===== src/rtl/guess_entry.sv =====
// Guess-entry stage of the Mastermind feedback comparator: builds a four-slot
// colour guess from button pulses, commits it to history and runs the game FSM.
module guess_entry #(
  parameter int NUM_COLORS = 6,
  parameter int MAX_TURNS  = 10
) (
  input  logic       clk,
  input  logic       rst,
  input  logic       btn_next,
  input  logic       btn_up,
  input  logic       btn_submit,
  input  logic       new_game,
  input  logic [1:0] fb_ssd4,
  output logic [1:0] cur_slot,
  output logic [2:0] edit1,
  output logic [2:0] edit2,
  output logic [2:0] edit3,
  output logic [2:0] edit4,
  output logic [2:0] history1,
  output logic [2:0] history2,
  output logic [2:0] history3,
  output logic [2:0] history4,
  output logic [3:0] turn,
  output logic       guess_valid,
  output logic       new_code,
  output logic       playing,
  output logic       won,
  output logic       lost
);

  typedef enum logic [1:0] {
    S_EDIT  = 2'd0,
    S_CHECK = 2'd1,
    S_WON   = 2'd2,
    S_LOST  = 2'd3
  } state_t;

  localparam logic [2:0] LP_CMAX = 3'(NUM_COLORS - 1);
  localparam logic [3:0] LP_TMAX = 4'(MAX_TURNS);

  state_t     r_state,    w_state;
  logic [1:0] r_slot,     w_slot;
  logic [2:0] r_edit [4];
  logic [2:0] w_edit [4];
  logic [2:0] r_hist [4];
  logic [2:0] r_hist_n [4];
  logic [3:0] r_turn,     w_turn;
  logic       r_new_code, w_new_code;

  always_comb begin
    w_state    = r_state;
    w_slot     = r_slot;
    w_edit     = r_edit;
    r_hist_n   = r_hist;
    w_turn     = r_turn;
    w_new_code = 1'b0;

    if (new_game) begin
      w_state    = S_EDIT;
      w_slot     = '0;
      w_edit     = '{default: '0};
      r_hist_n   = '{default: '0};
      w_turn     = '0;
      w_new_code = 1'b1;
    end else begin
      case (r_state)
        S_EDIT: begin
          if (btn_submit) begin
            r_hist_n = r_edit;
            w_turn   = r_turn + 4'd1;
            w_state  = S_CHECK;
          end else begin
            // increment uses the pre-advance slot when up and next coincide
            if (btn_up)
              w_edit[r_slot] = (r_edit[r_slot] == LP_CMAX) ? 3'd0
                                                           : r_edit[r_slot] + 3'd1;
            if (btn_next)
              w_slot = r_slot + 2'd1;
          end
        end
        S_CHECK: begin
          if (fb_ssd4 == 2'd2)
            w_state = S_WON;
          else if (r_turn == LP_TMAX)
            w_state = S_LOST;
          else
            w_state = S_EDIT;
        end
        default: begin
          w_state = r_state;
        end
      endcase
    end
  end

  always_ff @(posedge clk) begin
    if (rst) begin
      r_state    <= S_EDIT;
      r_slot     <= '0;
      r_edit     <= '{default: '0};
      r_hist     <= '{default: '0};
      r_turn     <= '0;
      r_new_code <= 1'b1;
    end else begin
      r_state    <= w_state;
      r_slot     <= w_slot;
      r_edit     <= w_edit;
      r_hist     <= r_hist_n;
      r_turn     <= w_turn;
      r_new_code <= w_new_code;
    end
  end

  assign cur_slot    = r_slot;
  assign edit1       = r_edit[0];
  assign edit2       = r_edit[1];
  assign edit3       = r_edit[2];
  assign edit4       = r_edit[3];
  assign history1    = r_hist[0];
  assign history2    = r_hist[1];
  assign history3    = r_hist[2];
  assign history4    = r_hist[3];
  assign turn        = r_turn;
  assign new_code    = r_new_code;
  assign guess_valid = (r_state == S_CHECK);
  assign playing     = (r_state == S_EDIT) || (r_state == S_CHECK);
  assign won         = (r_state == S_WON);
  assign lost        = (r_state == S_LOST);

endmodule


===== config.mk =====
export PLATFORM = sky130hd
export DESIGN_NAME = guess_entry
export DESIGN_NICKNAME = d
export VERILOG_FILES = /design/src/rtl/guess_entry.sv
export SDC_FILE = /design/constraint.sdc
export NUM_CORES = 1
export LEC_CHECK = 0
export ABC_AREA = 1
export ABC_CLOCK_PERIOD_IN_PS = 2400
export CAP_MARGIN = 20
export CORE_MARGIN = 4
export CORE_UTILIZATION = 35
export DETAILED_ROUTE_END_ITERATION = 12
export PLACE_DENSITY = 0.63
export SLEW_MARGIN = 5
export SYNTH_ARGS = -nofsm -noshare
export SYNTH_HDL_FRONTEND = slang
export SYNTH_SLANG_ARGS = --single-unit

===== constraint.sdc =====
create_clock -name clk -period 2.4 [get_ports clk]
set_input_delay 0.36 -clock clk [delete_from_list [all_inputs] [get_ports clk]]
set_output_delay 0.36 -clock clk [all_outputs]
set_load 0.03 [all_outputs]

==> results.yml, run 1 <==
run_status:
  status: "completed"
floorplan:
  fp.coreArea_mm2: 0.00435
  dieArea_mm2: 0.00561
  ios: 43
  fp.dieH_um: 74.9
  initial_utilization: 0.360
  rows: 24
  die_x_um: 74.9
detailed_routing:
  vias_per_cell: 4.68
  routed_wl_um: 3570
  drcViolationCount: 0
  dr.pass1.iters: 4
  vias: 1389
  ant_nets: 0
  wl_per_cell_um: 12.0
  drtIter0Drc: 74
min_path:
  hp-start: "history2[1]"
  hold_end: "history2[1]"
  hp-class: "flop to flop"
  whs_path_depth: 2
sta:
  timing.final.hold_violations: 0
  hold_slack_ns: 0.482
  min_period_over_period: 0.831
  period_minus_slack_ns: 1.99
  finalMaxSlewViolations: 0
  rsz0062_at_grt: "false"
  finalSetupViolCount: 0
  finClkSkew_ns: 0.00605
  worst_pin_slew_ns: 0.365
  timing.fmax_mhz: 501
  finalSetupTns_ns: 0
  slew_headroom: 0.756
critical_path:
  r2r_setup_slack_ns: 0.98
  path_cells: "inv_1 -> nor2_1 -> clkdlybuf4s50_1"
  crit_type: "flop to primary output"
  arrival_ns: 1.63
  cp.required_ns: 2.04
  slowest_stage: "clkdlybuf4s50_1"
  slowest_delay_ns: 0.70
  critPathLaunchType: "flop"
  crit_path_max_fanout: 5
  r2r-start: "cur_slot[1]"
  endpoint_kind: "primary output"
  timing.rr.end: "edit2[1]"
  rr_worst_depth: 7
yosys:
  synth_top_family_by_area: "simple AND/OR/NAND/NOR gates"
  yosys_warnings: 0
  synth_compound_gate_area_share: 0.183
  synth_area_mm2: 0.00157
  synth_top_area_frac: 0.421
  synth_top_cell_by_area: "dfxtp_1"
  syn_nets: 212
  synth_cell_type_count: 29
  ys_seq_elements: 33
  synth_simple_gate_area_frac: 0.247
  synth_mux_area_frac: 0
  synth_fa_ha_area_frac: 0.0479
  seq_area_frac_synth: 0.421
  postSynthCellCount: 198
  syn_avg_cell_area_um2: 7.92
  synth_area_leaders: "dfxtp_1 (42%), a21oi_1 (6.1%), o21ai_0 (5.7%)"
  synthXorXnorAreaFrac: 0
power:
  switchingPower_mw: 0.304
  p_total_mw: 1.13
  p_clk_frac: 0.347
  irDropWorstVdd_mv: 0.228
  seqPwrFrac: 0.508
  internal-power_mw: 0.824
  switching_share: 0.270
  p_comb_frac: 0.145
  power_leakage_nw: 0.862
  powerDensity_mw_per_mm2: 535
clocking:
  cts_tree: "done"
  root_buffer: "clkbuf_8"
  cts.clk_slew.worst_paths_ns: 0.07
  clk_latency_ns: 0.28
  cts_buffers: 5
  post_cts_buffers: 0
  cts_resized: 0
  htreeDepth: 2
  clkSinkCount: 33
  clockBufferDepth: 2
  holdBufCountCts: 0
global_route:
  grt_pass1_vias: 1278
  grtUsageTotal: 0.133
  gr-total-overflow: 0
  antenna_found_initial: 0
  grt_pass1_wl_um: 5800
  grt_max_degree: 26
placement:
  portBuffers: 42
  place_area_mm2: 0.00203
  dpl.cell_count: 289
  place_hpwl_um: 2700
  place.gp.congestion: 0.857
finish:
  final_cell_count_no_fill: 297
  nNetsFinal: 258
  final_layout_size_suffix_gt1_frac: 0.171
  antennaDiodeCount: 0
  area_growth_pct: 34.5
  fin_area_mm2: 0.00211
job:
  drv_cap: 0
-- layer usage --
layer  vias up  track usage  wire length [µm]
li1        740            -                 -
met1       607        0.173              1690
met2        36        0.214              1570
met3         6       0.0427               279
met4         0       0.0356                34
met5         -            0                 0
-- synthesized netlist by cell type --
cell type / instances
nand2_4: 4
buf_6: 2
inv_4: 1
nor3_1: 2
buf_2: 1
a31oi_1: 1
nor2_4: 1
o21ai_0: 18
buf_4: 1
nand3_1: 12
a21oi_2: 4
inv_2: 4
nand2_2: 9
inv_1: 18
nor2_2: 1
dfxtp_1: 33
nor2_1: 18
nand3_2: 4
o21a_1: 1
clkinv_1: 1
clkinv_2: 3
inv_6: 1
a211oi_2: 1
a21oi_1: 19
o21ai_1: 8
nand2_1: 22
clkbuf_4: 1
ha_1: 6
nor3b_1: 1
-- final cells by class --
class                           instances  area [µm²]
Timing Repair Buffer                   44         435
Clock buffer                            6        72.6
Fill cell                             458        2250
Clock inverter                          2        10.0
Sequential cell                        33         661
Inverter                               28         116
Tap cell                               52        65.1
Multi-Input combinational cell        132         748
-- how the worst max path moves through the flow --
| stage | from | depth (start not counted) | to |
|---|---|---|---|
| final | r_state[0] | 3 | guess_valid |
| after global placement | r_state[0] | 3 | guess_valid |
| after floorplan | cur_slot[0] | 7 | edit3[2] |
| after CTS | r_state[0] | 3 | guess_valid |
| after detailed placement | r_state[0] | 3 | guess_valid |
| after global routing | r_state[0] | 3 | guess_valid |
-- power groups by stage --
stage | sequential (mW) | combinational, mW | clock, mW
final | 0.574 | 0.164 | 0.391
after global routing | 0.575 | 0.179 | 0.429
after CTS | 0.574 | 0.165 | 0.411
after detailed placement | 0.586 | 0.165 | 0
after global placement | 0.586 | 0.164 | 0
after floorplan | 0.612 | 0.0835 | 0
-- logic make-up (layout without fill, tap and decap cells) --
kind of cell             count (synthesis)  count (layout)
AND/OR/NAND/NOR                         74              74
AO/OA/AOI/OAI                           52              52
adder cells (fa/ha/maj)                  6               6
flip-flops                              33              33
buffers and inverters                   33              80
-- placed cells by master (no fill, tap or decap), drive strengths merged, types with 2 or more instances in the layout --
cell           synthesis  layout
a21oi                 23      23
buf                    4       2
clkbuf                 1       6
clkdlybuf4s50          0      42
clkinv                 4       6
dfxtp                 33      33
ha                     6       6
inv                   24      24
nand2                 35      35
nand3                 16      16
nor2                  20      20
nor3                   2       2
o21ai                 26      26
-- stage by stage --
stage                util  worst slack (ns)
finish              0.484             0.406
global route        0.484             0.297
CTS                 0.484             0.384
detailed placement  0.465             0.693
global placement    0.465             0.710
floorplan               -             0.930
-- flip-flops by register name, indices dropped and copies added, names as in the netlist --
register and count:
history2 3, edit2 3, new_code 1, history4 3, edit4 3, history3 3
cur_slot 2, edit3 3, r_state 2, history1 3, edit1 3, turn 4
-- worst max-delay path: cells and delay by family, from the launching register on --
family,cells,cell delay [ns]
buffers and inverters,2,0.76
flip-flops,1,0.43
AND/OR/NAND/NOR,1,0.16
Note: power is estimated with default switching activity, not from simulation.
==> run 2: changes to the inputs <==
--- a/config.mk
+++ b/config.mk
@@ -6,7 +6,7 @@
 export NUM_CORES = 1
 export LEC_CHECK = 0
 export ABC_AREA = 1
-export ABC_CLOCK_PERIOD_IN_PS = 2400
+export ABC_CLOCK_PERIOD_IN_PS = 2000
 export CAP_MARGIN = 20
 export CORE_MARGIN = 4
 export CORE_UTILIZATION = 35
==> constraint.sdc (replaced) <==
create_clock -name clk -period 2 [get_ports clk]
set_input_delay 0.3 -clock clk [delete_from_list [all_inputs] [get_ports clk]]
set_output_delay 0.3 -clock clk [all_outputs]
set_load 0.03 [all_outputs]
==> run 2 against run 1 <==
Compared with the run above:
- setup slack got worse by 0.25 ns
- global-route usage up 0.69 points
- sequential cell count did not move
- combinational power rose by 21%
- via count is 0.72% higher
- sequential share of layout area decreased by 0.64 points
- register-to-register slack got worse by 0.32 ns
- final cell count up 0.34%
- total power grew 36%
- utilization grew 1.0 points
==> results.yml, run 2 (synthesized netlist as in run 1, its figures left out) <==
run_status:
  status: "completed"
finish:
  nNetsFinal: 259
  final_cell_mix: "clkdlybuf4s50_1 (41), dfxtp_1 (33), nand2_1 (22)"
  largest_reg_flops: 4
  area_growth_pct: 37.3
  final_layout_size_suffix_gt1_frac: 0.175
  antennaDiodeCount: 0
  mostFrequentLayoutCell: "clkdlybuf4s50_1"
  n_fill_cell: 441
clocking:
  clockBufferDepth: 2
  cts_buffers: 5
  root_buffer: "clkbuf_8"
  htreeDepth: 2
  clkSinkCount: 33
  holdBufCountCts: 0
  cts_tree: "done"
  clk_latency_ns: 0.28
  cts.clk_slew.worst_paths_ns: 0.07
global_route:
  grt_pass1_wl_um: 6130
  grt_pass1_vias: 1354
  grt_max_degree: 26
  grtUsageTotal: 0.140
  antenna_found_initial: 0
  gr-total-overflow: 0
sta:
  worst_pin_slew_ns: 0.360
  period_minus_slack_ns: 1.84
  timing.final.hold_violations: 0
  finalSetupTns_ns: 0
  slew_headroom: 0.759
  hold_slack_ns: 0.488
  finClkSkew_ns: 0.00597
  rsz0062_at_grt: "false"
  finalSetupViolCount: 0
  min_period_over_period: 0.920
  finalMaxSlewViolations: 0
  timing.fmax_mhz: 543
min_path:
  hp-start: "history2[2]"
  whs_path_depth: 2
  hp-class: "flop to flop"
  hold_end: "history2[2]"
placement:
  place_hpwl_um: 2720
  place.gp.congestion: 0.859
  portBuffers: 42
floorplan:
  fp.coreArea_mm2: 0.00435
  die_x_um: 74.9
  rows: 24
  initial_utilization: 0.360
  ios: 43
  dieArea_mm2: 0.00561
  fp.dieH_um: 74.9
critical_path:
  endpoint_kind: "primary output"
  r2r_setup_slack_ns: 0.66
  path_cells: "inv_1 -> nor2_1 -> clkdlybuf4s50_1"
  slowest_delay_ns: 0.67
  crit_type: "flop to primary output"
  cp.depth: 3
  rr_worst_depth: 10
  crit_path_max_fanout: 4
  timing.rr.end: "edit4[1]"
  arrival_ns: 1.54
  cp.required_ns: 1.70
  r2r-start: "cur_slot[0]"
  path_buf_inv: 2
  slowest_stage: "clkdlybuf4s50_1"
  critPathLaunchType: "flop"
  cp_top_family: "buffers and inverters"
detailed_routing:
  ant_nets: 0
  vias: 1399
  dr.pass1.iters: 4
  routed_wl_um: 3720
  drcViolationCount: 0
  wl_per_cell_um: 12.5
  drtIter0Drc: 58
  vias_per_cell: 4.69
power:
  seqPwrFrac: 0.449
  irDropWorstVdd_mv: 0.217
  internal-power_mw: 1.15
  powerDensity_mw_per_mm2: 711
  switchingPower_mw: 0.376
  power_leakage_nw: 0.897
  p_comb_frac: 0.130
  switching_share: 0.246
  p_clk_frac: 0.422
job:
  drv_cap: 0
run 2: metal layers:
layer / part of all wire / GRT usage / vias to the layer above
li1: - / - / 738
met1: 0.47 / 0.180 / 625
met2: 0.45 / 0.230 / 34
met3: 0.080 / 0.0347 / 2
met4: 0.0054 / 0.0474 / 0
met5: 0 / 0 / -
run 2: worst max path at each step:
stage	startpoint	endpoint
6_report	r_state[1]	won
5_1_grt	r_state[1]	won
4_1_cts	r_state[0]	guess_valid
3_5_place_dp	r_state[0]	guess_valid
3_3_place_gp	r_state[0]	guess_valid
2_1_floorplan	cur_slot[0]	edit3[2]
run 2: layout make-up:
type	count	area (µm²)	share of cell area
multi-input cells	132	748	0.348
well taps	52	65.1	0.0302
repair buffers	45	445	0.207
inverters	28	116	0.0541
clock inverters	1	30.0	0.0140
clock buffers	7	86.3	0.0401
flip-flops and latches	33	661	0.307
run 2: power by group through the flow:
stage / logic, mW / registers [mW] / clock network, mW
2_1_floorplan: 0.100 / 0.734 / 0
3_3_place_gp: 0.198 / 0.702 / 0
3_5_place_dp: 0.200 / 0.702 / 0
4_1_cts: 0.200 / 0.687 / 0.662
5_1_grt: 0.217 / 0.690 / 0.687
6_report: 0.199 / 0.687 / 0.645
run 2: timing repair:
action / CTS / global route
resized for setup: 0 / 1
setup endpoints to repair: 0 / 1
setup buffers: 0 / 0
run 2: tightest hold or removal path, delay by kind of cell (launching register included):
kind / cells / cell delay (ns)
flip-flops: 1 / 0.31
AND/OR/NAND/NOR: 2 / 0.14
run 2: through the flow:
step / power (mW) / std cells / instance area, µm² / util / worst slack [ns]
3_3_place_gp: 0.901 / 290 / 2030 / 0.467 / 0.371
4_1_cts: 1.55 / 298 / 2150 / 0.494 / 0.0465
6_report: 1.53 / 298 / 2150 / 0.494 / 0.160
2_1_floorplan: 0.834 / 198 / 1570 / - / 0.530
5_1_grt: 1.59 / 298 / 2150 / 0.494 / 0.101
3_5_place_dp: 0.902 / 290 / 2030 / 0.467 / 0.351
==> run 3: changes to the inputs <==
--- a/config.mk
+++ b/config.mk
@@ -5,13 +5,13 @@
 export SDC_FILE = /design/constraint.sdc
 export NUM_CORES = 1
 export LEC_CHECK = 0
-export ABC_AREA = 1
+export ABC_AREA = 0
 export ABC_CLOCK_PERIOD_IN_PS = 2000
-export CAP_MARGIN = 20
+export CAP_MARGIN = 30
 export CORE_MARGIN = 4
 export CORE_UTILIZATION = 35
 export DETAILED_ROUTE_END_ITERATION = 12
-export PLACE_DENSITY = 0.63
+export PLACE_DENSITY = 0.65
 export SLEW_MARGIN = 5
 export SYNTH_ARGS = -nofsm -noshare
 export SYNTH_HDL_FRONTEND = slang
==> run 3 against run 2 <==
Compared with the run above:
- final cell count decreased by 16%
- global-route usage up 0.88 points
- sequential share of layout area rose by 2.5 points
- first-iteration DRC count is 3.4% lower
==> results.yml, run 3 <==
min_path:
  hp-start: "history4[0]"
  whs_path_depth: 2
  hp-class: "flop to flop"
  hold_end: "history4[0]"
yosys:
  ys_top_cells_by_count: "dfxtp_1 (33), nand2_1 (27), a21oi_1 (23), nor2_1 (15), o21ai_0 (9)"
  synth_cell_type_count: 25
  synth_top_area_frac: 0.476
  yosys_warnings: 0
  synth_area_mm2: 0.00139
  seq_area_frac_synth: 0.476
  synth-edff-count: 0
  syn_nets: 168
  synth_area_leaders: "dfxtp_1 (48%), a21oi_1 (8.3%), nand2_1 (7.3%)"
  postSynthCellCount: 154
  synth_top_cell_by_area: "dfxtp_1"
  ys_seq_elements: 33
  synth.most_common_cell: "dfxtp_1"
  syn_avg_cell_area_um2: 9.02
  synthArstFlopShare: 0
  ys.flop_type: "dfxtp_1"
clocking:
  cts_buffers: 5
  clkSinkCount: 33
  post_cts_buffers: 0
  clk_latency_ns: 0.28
  clockBufferDepth: 2
  cts.clk_slew.worst_paths_ns: 0.06
  cts_tree: "done"
  holdBufCountCts: 0
  htreeDepth: 2
  cts_resized: 0
  root_buffer: "clkbuf_8"
critical_path:
  r2r_setup_slack_ns: 0.17
  r2r-start: "cur_slot[1]"
  slowest_stage: "clkdlybuf4s50_1"
  slowest_delay_ns: 0.75
  rr_worst_depth: 4
  path_cells: "clkdlybuf4s50_1"
  critPathLaunchType: "flop"
  cp.depth: 1
  crit_type: "flop to primary output"
  crit_path_max_fanout: 8
  path_buf_inv: 1
  timing.rr.end: "edit4[2]"
  cp.required_ns: 1.70
  arrival_ns: 1.58
  endpoint_kind: "primary output"
  cp_top_family: "buffers and inverters"
sta:
  finalMaxSlewViolations: 0
  rsz0062_at_grt: "false"
  slew_headroom: 0.712
  finClkSkew_ns: 0.00266
  finalSetupTns_ns: 0
  min_period_over_period: 0.940
  worst_pin_slew_ns: 0.430
  finalSetupViolCount: 0
  timing.final.hold_violations: 0
  period_minus_slack_ns: 1.88
  timing.fmax_mhz: 532
global_route:
  gr-total-overflow: 0
  antenna_found_initial: 0
  grt_max_degree: 15
  grt_pass1_wl_um: 5820
  grtUsageTotal: 0.149
  grt_pass1_vias: 1153
finish:
  nNetsFinal: 216
  multiInputGateArea_um2: 679
  final_cell_mix: "clkdlybuf4s50_1 (42), dfxtp_1 (31), nand2_1 (27)"
  utilization: 0.534
  final_layout_size_suffix_gt1_frac: 0.108
  regArea_um2: 663
  fin_area_mm2: 0.00200
  final_cell_count_no_fill: 251
  largest_reg_flops: 4
  antennaDiodeCount: 0
  n_fill_cell: 368
  mostFrequentLayoutCell: "clkdlybuf4s50_1"
  area_growth_pct: 44.0
floorplan:
  die_x_um: 71.0
  fp.coreArea_mm2: 0.00374
  rows: 22
  initial_utilization: 0.371
  ios: 43
  fp.dieH_um: 71.0
  dieArea_mm2: 0.00504
placement:
  place.gp.congestion: 0.786
  dpl.cell_count: 243
  place_area_mm2: 0.00188
  portBuffers: 42
  place_hpwl_um: 2640
power:
  switching_share: 0.208
  switchingPower_mw: 0.295
  p_comb_frac: 0.081
  seqPwrFrac: 0.478
  powerDensity_mw_per_mm2: 709
  power_leakage_nw: 0.700
  irDropWorstVdd_mv: 0.473
  internal-power_mw: 1.12
  p_clk_frac: 0.441
job:
  drv_cap: 0
run_status:
  status: "completed"
detailed_routing:
  vias_per_cell: 4.92
  ant_nets: 0
  dr.pass1.iters: 5
  wl_per_cell_um: 13.9
  routed_wl_um: 3490
  drcViolationCount: 0
  vias: 1236
  drtIter0Drc: 56
-- run 3: how the worst max path moves through the flow --
| stage | from | endpoint | slack (ns) |
|---|---|---|---|
| 6_report | cur_slot[0] | cur_slot[0] | 0.12 |
| 5_1_grt | cur_slot[0] | cur_slot[0] | 0.05 |
| 4_1_cts | r_state[1] | won | 0.009 |
| 3_5_place_dp | cur_slot[1] | edit4[2] | 0.20 |
| 3_3_place_gp | cur_slot[1] | edit3[2] | 0.23 |
| 2_1_floorplan | cur_slot[1] | edit2[2] | 0.22 |
-- run 3: stage by stage --
stage	setup slack (ns)	power [mW]	hold WS, ns
after global placement	0.227	0.804	0.443
after CTS	0.00867	1.44	0.458
final	0.121	1.42	0.458
after floorplan	0.221	0.756	0.533
after global routing	0.0538	1.48	0.485
after detailed placement	0.197	0.807	0.449
-- run 3: power groups by stage --
stage / Sequential (mW) / Combinational, mW / Clock, mW
after floorplan: 0.700 / 0.0560 / 0
after global placement: 0.691 / 0.113 / 0
after detailed placement: 0.691 / 0.115 / 0
after CTS: 0.677 / 0.115 / 0.650
after global routing: 0.678 / 0.127 / 0.674
final: 0.677 / 0.115 / 0.626
-- run 3: area by class of cell --
type	count	area share
Clock buffer	7	0.0432
Sequential cell	33	0.332
Timing Repair Buffer	47	0.229
Multi-Input combinational cell	109	0.340
Inverter	6	0.0113
Clock inverter	1	0.0150
Tap cell	48	0.0300
-- run 3: layer usage --
metal  global-route usage  wire [µm]  up-vias
met5                    0          0        -
met4               0.0814         63        0
met1                0.185       1480      566
met2                0.239       1730       52
li1                     -          -      614
met3               0.0341        211        4
-- run 3: cell families (layout without fill, tap and decap cells) --
kind of cell,Yosys count,after routing,synth area share
AOI/OAI and AO/OA,40,40,0.160
xor gates and xnor gates,4,4,0.0252
adders and majority gates,6,6,0.0541
buffers and inverters,12,61,0.0351
DFF,33,33,0.476
muxes,3,3,0.0486
and+or+nand+nor,56,56,0.201
-- run 3: worst register-to-register path, stage by stage, from the launching register on --
cell and delay, ns:
dfxtp_1 0.53, mux4_2 0.64, and3b_1 0.21, a21oi_2 0.20
a21oi_1 0.12
